### src/rtl/fp_pkg.sv
// Shared definitions for the parametrised floating-point multiplier.
// Latency: n/a (constants and pure functions only).
// Backpressure: n/a.
// Format helpers for {sgn, exp, man} words of arbitrary EXP_W/MAN_W:
//   fp_bias  - exponent bias for a given exponent width
//   fp_max   - saturated magnitude pattern (all-ones exp and man) with a sign bit
//   fp_zero  - flushed-to-zero pattern
//   FLAG_*   - bit positions inside the packed status-flag vector
package fp_pkg;

    localparam int FLAG_ZERO = 0;
    localparam int FLAG_OVF  = 1;
    localparam int FLAG_UNF  = 2;
    localparam int FLAG_W    = 3;

    function automatic int fp_bias(input int exp_w);
        return (1 << (exp_w - 1)) - 1;
    endfunction

    // Returned 64 bits wide; callers size-cast to their word width.
    function automatic logic [63:0] fp_max(input logic sgn, input int exp_w, input int man_w);
        logic [63:0] r;
        r = (64'd1 << (exp_w + man_w)) - 64'd1;
        r[exp_w + man_w] = sgn;
        return r;
    endfunction

    function automatic logic [63:0] fp_zero();
        return 64'd0;
    endfunction

endpackage

### src/rtl/fp_mant_mult.sv
// Unsigned NxN mantissa multiplier, operand register then product register.
// Latency: 2 cycles while en_i is high.
// Backpressure: both register stages hold their contents while en_i is low.
// Ports: clk_i/rst_i clock and async active-high reset, en_i advance enable,
//        a_i/b_i operands, p_o registered 2N-bit product.
module fp_mant_mult #(
    parameter int N = 7
) (
    input  logic           clk_i,
    input  logic           rst_i,
    input  logic           en_i,
    input  logic [N-1:0]   a_i,
    input  logic [N-1:0]   b_i,
    output logic [2*N-1:0] p_o
);

    logic [N-1:0]   r_a;
    logic [N-1:0]   r_b;
    logic [2*N-1:0] r_p;

    always_ff @(posedge clk_i or posedge rst_i) begin
        if (rst_i) begin
            r_a <= '0;
            r_b <= '0;
            r_p <= '0;
        end else if (en_i) begin
            r_a <= a_i;
            r_b <= b_i;
            r_p <= {{N{1'b0}}, r_a} * {{N{1'b0}}, r_b};
        end
    end

    assign p_o = r_p;

endmodule

### src/rtl/fp_mult_pipe.sv
// Pipelined {sgn, exp, man} multiplier with round-to-nearest-even, saturation and flush.
// Latency: 3 cycles accept-to-valid_o, throughput 1/cycle.
// Backpressure: whole pipe freezes while valid_o & ~ready_i; ready_o = ~stall, no bubble collapse.
// Ports: clk_i, rst_i (async, active-high); valid_i/ready_o/data_1_i/data_2_i operand side;
//        valid_o/ready_i/data_mult_o product side; zero_o/ovf_o/unf_o flags qualified by valid_o.
module fp_mult_pipe
    import fp_pkg::*;
#(
    parameter int EXP_W    = 5,
    parameter int MAN_W    = 6,
    parameter int ROUND_EN = 1
) (
    input  logic                   clk_i,
    input  logic                   rst_i,
    input  logic                   valid_i,
    output logic                   ready_o,
    input  logic [EXP_W+MAN_W:0]   data_1_i,
    input  logic [EXP_W+MAN_W:0]   data_2_i,
    output logic                   valid_o,
    input  logic                   ready_i,
    output logic [EXP_W+MAN_W:0]   data_mult_o,
    output logic                   zero_o,
    output logic                   ovf_o,
    output logic                   unf_o
);

    localparam int W    = 1 + EXP_W + MAN_W;
    localparam int EW2  = EXP_W + 2;
    localparam int MW1  = MAN_W + 1;
    localparam int PW   = 2 * MW1;
    localparam int BIAS = fp_bias(EXP_W);
    localparam logic signed [EW2-1:0] P_EMAX = EW2'((1 << EXP_W) - 1);
    localparam logic signed [EW2-1:0] P_E0   = '0;
    localparam logic [W-1:0]          P_ZERO = W'(fp_zero());

    logic                  w_stall;
    logic                  w_en;
    logic [EXP_W-1:0]      w_ea, w_eb;
    logic [MAN_W-1:0]      w_ma, w_mb;
    logic signed [EW2-1:0] w_esum;
    logic [PW-1:0]         w_prod;

    // S1: sign, biased exponent sum, zero detect
    logic                  r_vld1, r_sgn1, r_zero1;
    logic signed [EW2-1:0] r_esum1;
    // S2: exponent range decided ahead of time for every possible increment
    logic                  r_vld2, r_sgn2, r_zero2;
    logic signed [EW2-1:0] r_esum2;
    logic [3:0]            w_unf_pre, w_ovf_pre, r_unf2, r_ovf2;
    // S3: output register
    logic                  r_vld3;
    logic [W-1:0]          r_dat3;
    logic [FLAG_W-1:0]     r_flags3;

    assign w_stall = r_vld3 & ~ready_i;
    assign w_en    = ~w_stall;
    assign ready_o = w_en;

    assign w_ea   = data_1_i[W-2 -: EXP_W];
    assign w_eb   = data_2_i[W-2 -: EXP_W];
    assign w_ma   = data_1_i[MAN_W-1:0];
    assign w_mb   = data_2_i[MAN_W-1:0];
    assign w_esum = $signed({2'b00, w_ea}) + $signed({2'b00, w_eb}) - $signed(EW2'(BIAS));

    always_ff @(posedge clk_i or posedge rst_i) begin
        if (rst_i) begin
            r_vld1  <= 1'b0;
            r_sgn1  <= 1'b0;
            r_zero1 <= 1'b0;
            r_esum1 <= '0;
        end else if (w_en) begin
            r_vld1  <= valid_i;
            r_sgn1  <= data_1_i[W-1] ^ data_2_i[W-1];
            r_zero1 <= (w_ea == '0) | (w_eb == '0);
            r_esum1 <= w_esum;
        end
    end

    fp_mant_mult #(.N(MW1)) u_mant_mult (
        .clk_i (clk_i),
        .rst_i (rst_i),
        .en_i  (w_en),
        .a_i   ({1'b1, w_ma}),
        .b_i   ({1'b1, w_mb}),
        .p_o   (w_prod)
    );

    // Normalise plus rounding carry adds 0..2 to the exponent; index 3 is never selected.
    always_comb begin
        w_unf_pre = '0;
        w_ovf_pre = '0;
        for (int k = 0; k < 4; k++) begin
            w_unf_pre[k] = (r_esum1 + $signed(EW2'(k))) <= P_E0;
            w_ovf_pre[k] = (r_esum1 + $signed(EW2'(k))) >  P_EMAX;
        end
    end

    always_ff @(posedge clk_i or posedge rst_i) begin
        if (rst_i) begin
            r_vld2  <= 1'b0;
            r_sgn2  <= 1'b0;
            r_zero2 <= 1'b0;
            r_esum2 <= '0;
            r_unf2  <= '0;
            r_ovf2  <= '0;
        end else if (w_en) begin
            r_vld2  <= r_vld1;
            r_sgn2  <= r_sgn1;
            r_zero2 <= r_zero1;
            r_esum2 <= r_esum1;
            r_unf2  <= w_unf_pre;
            r_ovf2  <= w_ovf_pre;
        end
    end

    // S3: product is in [1,4); the top bit selects a one-place right shift.
    logic               w_norm, w_g, w_s, w_rup;
    logic [MAN_W-1:0]   w_man;
    logic [MAN_W:0]     w_man_r;
    logic [1:0]         w_inc;
    logic [EXP_W-1:0]   w_exp;
    logic [W-1:0]       w_dat3;
    logic [FLAG_W-1:0]  w_flags3;

    assign w_norm  = w_prod[PW-1];
    assign w_man   = w_norm ? w_prod[2*MAN_W -: MAN_W] : w_prod[2*MAN_W-1 -: MAN_W];
    assign w_g     = w_norm ? w_prod[MAN_W] : w_prod[MAN_W-1];
    assign w_s     = w_norm ? |w_prod[MAN_W-1:0] : |w_prod[MAN_W-2:0];
    assign w_rup   = (ROUND_EN != 0) & w_g & (w_s | w_man[0]);
    // A carry out of the mantissa leaves the low bits all zero, which is the required 1.0 pattern.
    assign w_man_r = {1'b0, w_man} + {{MAN_W{1'b0}}, w_rup};
    assign w_inc   = {1'b0, w_norm} + {1'b0, w_man_r[MAN_W]};
    assign w_exp   = EXP_W'(r_esum2 + $signed({{(EW2-2){1'b0}}, w_inc}));

    always_comb begin
        w_dat3   = {r_sgn2, w_exp, w_man_r[MAN_W-1:0]};
        w_flags3 = '0;
        if (r_zero2) begin
            w_dat3              = P_ZERO;
            w_flags3[FLAG_ZERO] = 1'b1;
        end else if (r_unf2[w_inc]) begin
            w_dat3              = P_ZERO;
            w_flags3[FLAG_UNF]  = 1'b1;
        end else if (r_ovf2[w_inc]) begin
            w_dat3              = W'(fp_max(r_sgn2, EXP_W, MAN_W));
            w_flags3[FLAG_OVF]  = 1'b1;
        end
    end

    always_ff @(posedge clk_i or posedge rst_i) begin
        if (rst_i) begin
            r_vld3   <= 1'b0;
            r_dat3   <= '0;
            r_flags3 <= '0;
        end else if (w_en) begin
            r_vld3   <= r_vld2;
            r_dat3   <= w_dat3;
            r_flags3 <= w_flags3;
        end
    end

    assign valid_o     = r_vld3;
    assign data_mult_o = r_dat3;
    assign zero_o      = r_flags3[FLAG_ZERO];
    assign ovf_o       = r_flags3[FLAG_OVF];
    assign unf_o       = r_flags3[FLAG_UNF];

endmodule

### config.mk
export PLATFORM = sky130hd
export DESIGN_NAME = fp_mult_pipe
export DESIGN_NICKNAME = d
export VERILOG_FILES = /design/src/rtl/fp_pkg.sv /design/src/rtl/fp_mant_mult.sv /design/src/rtl/fp_mult_pipe.sv
export SDC_FILE = /design/constraint.sdc
export NUM_CORES = 1
export LEC_CHECK = 0
export ABC_CLOCK_PERIOD_IN_PS = 7000
export BUFFER_PORTS_ARGS = -buffer_cell sky130_fd_sc_hd__buf_2
export CAP_MARGIN = 10
export CORE_MARGIN = 4
export CORE_UTILIZATION = 49
export DETAILED_ROUTE_END_ITERATION = 8
export PLACE_DENSITY_LB_ADDON = 0.05
export SLEW_MARGIN = 20
export SYNTH_ARGS = -nofsm -noshare
export SYNTH_HDL_FRONTEND = slang
export SYNTH_SLANG_ARGS = --single-unit
### constraint.sdc
create_clock -name clk_i -period 7 [get_ports clk_i]
set_input_delay 0.7 -clock clk_i [delete_from_list [all_inputs] [get_ports clk_i]]
set_output_delay 0.7 -clock clk_i [all_outputs]
set_load 0.005 [all_outputs]
Yosys cells after proc, flatten, opt, wreduce, memory -nomap -nowiden
Cells that the tools add are included.
- word-level logic and storage cells: 60
- register bits: 70
- muxes and demuxes: 15
- $mul: 1
- $lt $le $gt $ge: 9
- reductions and logical operators: 4
- add/sub/neg operators: 8
- bitwise gates (word level): 7
- operators with widths (kind ; number):
    7-bit by 6-bit greater-than comparator with 1-bit output (second input constant) ; 4
    7-bit by 1-bit <= comparator with 1-bit output (second input constant) ; 4
    12-bit 2-to-1 mux ; 2
    7-bit by 3-bit adder with 7-bit output (second input constant) ; 2
    7-bit by 7-bit multiplier with 14-bit output ; 1
    11-bit 2-to-1 mux ; 1
    5-bit logical NOT ; 2
    1-bit 2-to-1 mux ; 8
    6-bit by 1-bit adder with 7-bit output ; 1
    7-bit by 2-bit adder with 7-bit output (second input constant) ; 1
    6-bit by 4-bit subtractor with 7-bit output (second input constant) ; 1
    5-bit by 5-bit adder with 6-bit output ; 1
    6-bit 2-to-1 mux ; 1
    6-bit OR reduction ; 1
    5-bit by 3-bit adder with 5-bit output ; 1
    5-bit OR reduction ; 1
    1-bit binary-select mux with 2-bit select ; 2
    2-bit by 3-bit less-than comparator with 1-bit output (second input constant) ; 1
    1-bit by 1-bit adder with 2-bit output ; 1
    1-bit bitwise AND ; 2
    2-bit 2-to-1 mux ; 1
    1-bit NOT ; 2
    1-bit OR ; 2
    1-bit bitwise XOR ; 1

Depth between registers and ports, before layout
- depth after elaboration: 11
- gate-level depth with buffers: 15
- depth with buffers taken out: 15

Hierarchy
From an unflattened synthesis, not the netlist that was laid out.
- cells, all modules: 572
- area total of the unflattened synthesis: 5452.7 um^2
- by module, submodules not included (module ; instances ; area each (um^2) ; cells each ; sequential area each (um^2)):
    fp_mult_pipe ; 1 ; 2775.2 ; 308 ; 1051.0
    fp_mant_mult ; 1 ; 2677.6 ; 264 ; 700.7

Worst setup path after synthesis
OpenSTA, ideal clock, no wires.
- path kind: register to register
- start: register u_mant_mult.r_b[6]
- end: register u_mant_mult.r_p[11], in the netlist u_mant_mult.p_o[11]
- path slack: 2.810 ns
- library setup time: 0.139 ns
- path buffers: 1
- cell stages (with the launch flop): 16
- data arrival time: 4.051 ns
- required time: 6.861 ns
- cells stage by stage: dfrtp_1 -> clkbuf_1 -> nand2_1 -> fa_1 -> fa_1 -> inv_1 -> fa_1 -> inv_1 -> fa_1 -> inv_1 -> ha_1 -> o21ai_0 -> a21oi_1 -> a41oi_1 -> xor2_1 -> a21oi_1
- cells in the longest elaborated chain, start to end: 1
- ends and longest elaborated chain (item ; line ; text):
    from (decl) ; fp_mant_mult.sv:18 ; logic [N-1:0] r_b;
    from (signal assigned) ; fp_mant_mult.sv:28 ; r_b <= b_i;
    7-bit by 7-bit multiplier with 14-bit output ; fp_mant_mult.sv:29 ; r_p <= {{N{1'b0}}, r_a} * {{N{1'b0}}, r_b};
    to (signal assigned) ; fp_mant_mult.sv:29 ;
    to (decl) ; fp_mant_mult.sv:19 ; logic [2*N-1:0] r_p;
Every way passes these cells.
A chain may end at the register's enable or synchronous reset.

Worst setup path in the final report
Ends and elaborated chain as after synthesis.

==> key figures <==
Outcome
  • Status: finished, final reports clean

Final layout
  • Most frequent cells in the layout: 125 x nand2_1, 69 x dfrtp_1, 53 x ha_1
  • Diodes inserted: 0
  • Commonest non-fill, non-tap cell in the layout: nand2_1
  • Non-filler cells, final: 759
  • Area taken by multi-input logic gates: 3330 sq um
  • Number of filler instances in the final layout: 1,002
  • Count of nets after finishing: 725
  • Fraction of layout instances using a drive strength above 1: 11.6%
  • Area growth syn-to-layout: 9.53%
  • FF/Latch Area: 1730 sq um

Clock network
  • Root buffer cell: clkbuf_8
  • Total clock buffers created by CTS: 9
  • Clk Latency, worst-skew pair: 0.35 ns
  • H-tree lvl count: 3
  • PostCTS Resize Cnt: 0
  • Number of buffers inserted to repair setup after CTS: 0
  • Max Buffers Root-to-Sink: 2
  • Clk sink count: 69
  • Clock slew at reported path FFs: 0.10 ns
  • TritonCTS clock tree: yes
  • Count of hold-fix buffers inserted at cts: 0

Timing
  • Final hold vios: 0
  • Worst-margin pin slew: 0.885 ns
  • Final count of pins violating max slew: 0
  • Unrepaired setup endpoints after global routing: no
  • Clock Skews: 0.0177 ns
  • Final setup vio count: 0
  • Timing-limited maximum frequency: 227 MHz
  • Max-slew headroom: 41.0%
  • Final setup TNS: 0 ns
  • Post-route minimum period: 4.40 ns
  • Portion of the clock cycle consumed by the worst path in the final layout: 62.9%

Place
  • Final HPWL from detailed placement: 8.11 mm
  • Count of input and output buffers: 44
  • Number of placed instances with taps included: 743
  • Placer congestion estimate: 0.871

Synthesis
  • EDFF count, synth: 0
  • Mean Syn Cell Area: 9.03 sq um
  • Multiplexer fraction of the synthesized cell area: 1.06%
  • Share of synthesized area occupied by flip-flops and latches: 32.6%
  • Async set-reset flop share out of synthesis: 100%
  • Count of mapped cells out of synthesis: 586
  • Post-synthesis share of cell area spent on full adders, half adders and majority gates: 22.4%
  • Compound-gate portion of the synthesized area: 13.9%
  • Simple-Gate Fraction of Synth Area: 20.9%
  • Synth warnings: 0
  • Xor and xnor fraction of the mapped netlist area: 4.47%
  • Number of synthesized register bits: 69
  • Number of nets produced by synthesis: 693
  • Prevailing post-synth register cell: dfrtp_1
  • Number of distinct library cells after synthesis: 60
  • Largest family of logic cells by synthesized area: adder cells
  • Netlist area before placement: 5290 sq um

Setup path
  • CP Capture Type: flip-flop
  • Crit path max-delay family: adder cells
  • Worst-case reg-to-reg path depth: 14
  • Buffers & Inverters on Critical Path: 3
  • CP peak stage delay: 0.59 ns
  • Critical path data arrival time: 4.59 ns
  • Chain of cells forming the critical path: nand2_1 -> fa_1 -> fa_1 -> inv_1 -> fa_1 -> inv_1 -> fa_1 -> inv_1 -> ha_1 -> o21ai_0 -> a21oi_1 -> a41oi_1 -> xor2_1 -> a21oi_1
  • Worst flop-to-flop path endpoint: u_mant_mult.p_o[11]$_DFFE_PP0N_
  • Path type of the worst setup path: flip-flop to flip-flop
  • Startpoint of the worst register-to-register path: u_mant_mult.r_b[6]$_DFFE_PP0N_
  • Standard cell with the maximum stage delay on the critical path: dfrtp_1
  • Worst-case register-to-register setup slack: 2.60 ns
  • Most common cell on crit path: fa_1
  • Critical path launch point type: flip-flop
  • Critical Path Fanout Max: 14
  • Critical path data required time: 7.19 ns

Global routing
  • Via count of the first global-routing pass: 4,019
  • Remaining global-route overflow: 0
  • Number of antenna violations at the first check in global routing: 0
  • Wire length of the first global-routing pass: 19.2 mm
  • Largest net degree at the start of global routing: 77
  • Aggregate global-route resource usage: 18.6%

Run
  • Count of max-cap constraint violations: 0

Power and ir drop
  • Pwr dens: 525 nW/um^2
  • Maximum vdd ir drop: 0.323 mV
  • Leakage: 2.93 nW

Floorplan
  • Height of the die: 112 microns
  • Total I/O pin count: 45
  • Core Footprint: 10,400 sq um
  • Starting density of the core: 50.8%
  • Cell row count: 37
  • Die ar.: 12,500 sq um
  • Horizontal die dimension: 112 microns

Min path
  • Hold Path Class: flip-flop to flip-flop
  • Worst hold start: data_mult_o[9]$_DFFE_PP0N_
  • Endpoint with the worst hold slack: data_mult_o[9]$_DFFE_PP0N_
  • Hold depth: 2

Routing
  • Routed wire length: 11.2 mm
  • Mean routed wirelength per cell: 14.7 microns
  • Violation count after the first detailed-route iteration: 154
  • Remaining number of nets flagged by the antenna check after routing: 0
  • DRC Markers: 0
  • Number of vias per cell after detailed routing: 5.42
  • Overall via count from detail_route: 4,112
  • Pre-Repair DR Iteration Count: 4
[worst register-to-register path: stages (launching register included)]
cell,delay [ns]
dfrtp_1,0.59
nand2_1,0.16
fa_1,0.53
fa_1,0.54
inv_1,0.06
fa_1,0.54
inv_1,0.06
fa_1,0.52
inv_1,0.04
ha_1,0.34
o21ai_0,0.26
a21oi_1,0.12
a41oi_1,0.25
xor2_1,0.17
a21oi_1,0.08
[metrics by stage]
step	area (sq um)	utilization, %	hold WS (ns)	power (mW)	setup WS (ns)
after floorplan	5290	-	0.430	2.27	2.81
after global placement	5590	53.7	0.451	2.66	2.73
after detailed placement	5590	53.7	0.451	2.70	2.65
after CTS	5790	55.6	0.474	3.05	2.61
after global routing	5790	55.6	0.484	3.39	2.30
final	5790	55.6	0.470	3.04	2.60
[layout make-up]
class,count,share of cell area (%)
inverter,35,2.27
sequential,69,29.8
multi-input combinational,457,57.4
tap,136,2.94
clock inverter,7,1.38
timing repair buffer,46,4.06
clock buffer,9,2.14
[cells by family (layout without fill, tap and decap cells)]
kind of cell / after synthesis / after routing
simple gates: 238 / 238
compound gates: 110 / 110
fa+ha+maj: 79 / 79
flops: 69 / 69
buf+inv: 60 / 97
xor+xnor: 27 / 27
mux: 3 / 3
[where the power goes]
| group | total [mW] | internal [mW] | leakage (nW) | switching (mW) |
|---|---|---|---|---|
| Sequential | 0.752 | 0.563 | 0.841 | 0.189 |
| Clock | 0.330 | 0.141 | 0.0994 | 0.189 |
| Combinational | 1.96 | 0.878 | 1.99 | 1.08 |
[state kept, by name, indices dropped and copies added, names as in the netlist]
register         cells
valid_o              1
r_vld2               1
r_sgn2               1
r_esum2              5
u_mant_mult.r_b      7
r_vld1               1
r_esum1              7
r_flags3             3
u_mant_mult.p_o     14
r_unf2               4
u_mant_mult.r_a      6
r_zero1              1
data_mult_o         12
r_sgn1               1
r_ovf2               4
r_zero2              1
[layer usage]
metal  GRT usage (%)  vias to the layer above  part of all wire, %
li1                -                     2050                    -
met1            26.9                     1983                   50
met2            28.7                       67                   46
met3            2.93                       12                  2.9
met4            5.52                        0                  1.2
met5               0                        -                    0
[synthesized netlist by cell type, types with 9 or more instances]
cell,n,share of area [%]
nand2_1,125,8.9
inv_1,34,2.4
dfrtp_1,69,33
clkbuf_1,11,0.78
a21oi_1,27,2.6
o21ai_0,23,2.2
nor2_1,30,2.1
fa_1,26,9.8
ha_1,53,13
xnor2_1,12,2.0
and2_1,37,4.4
nand2b_1,12,1.4
xor2_1,15,2.5
a21o_1,9,1.3
[worst max-delay path by stage]
| stage | start | to | slack [ns] | cells after the start |
|---|---|---|---|---|
| floorplan | u_mant_mult.r_b[6]$_DFFE_PP0N_ | u_mant_mult.p_o[11]$_DFFE_PP0N_ | 2.81 | 15 |
| global placement | u_mant_mult.r_b[6]$_DFFE_PP0N_ | u_mant_mult.p_o[11]$_DFFE_PP0N_ | 2.73 | 14 |
| detailed placement | u_mant_mult.r_b[6]$_DFFE_PP0N_ | u_mant_mult.p_o[11]$_DFFE_PP0N_ | 2.65 | 14 |
| CTS | u_mant_mult.r_b[6]$_DFFE_PP0N_ | u_mant_mult.p_o[11]$_DFFE_PP0N_ | 2.61 | 14 |
| global route | u_mant_mult.r_b[6]$_DFFE_PP0N_ | u_mant_mult.p_o[11]$_DFFE_PP0N_ | 2.30 | 14 |
| finish | u_mant_mult.r_b[6]$_DFFE_PP0N_ | u_mant_mult.p_o[11]$_DFFE_PP0N_ | 2.60 | 14 |
Power figures use the tool's default switching activity.
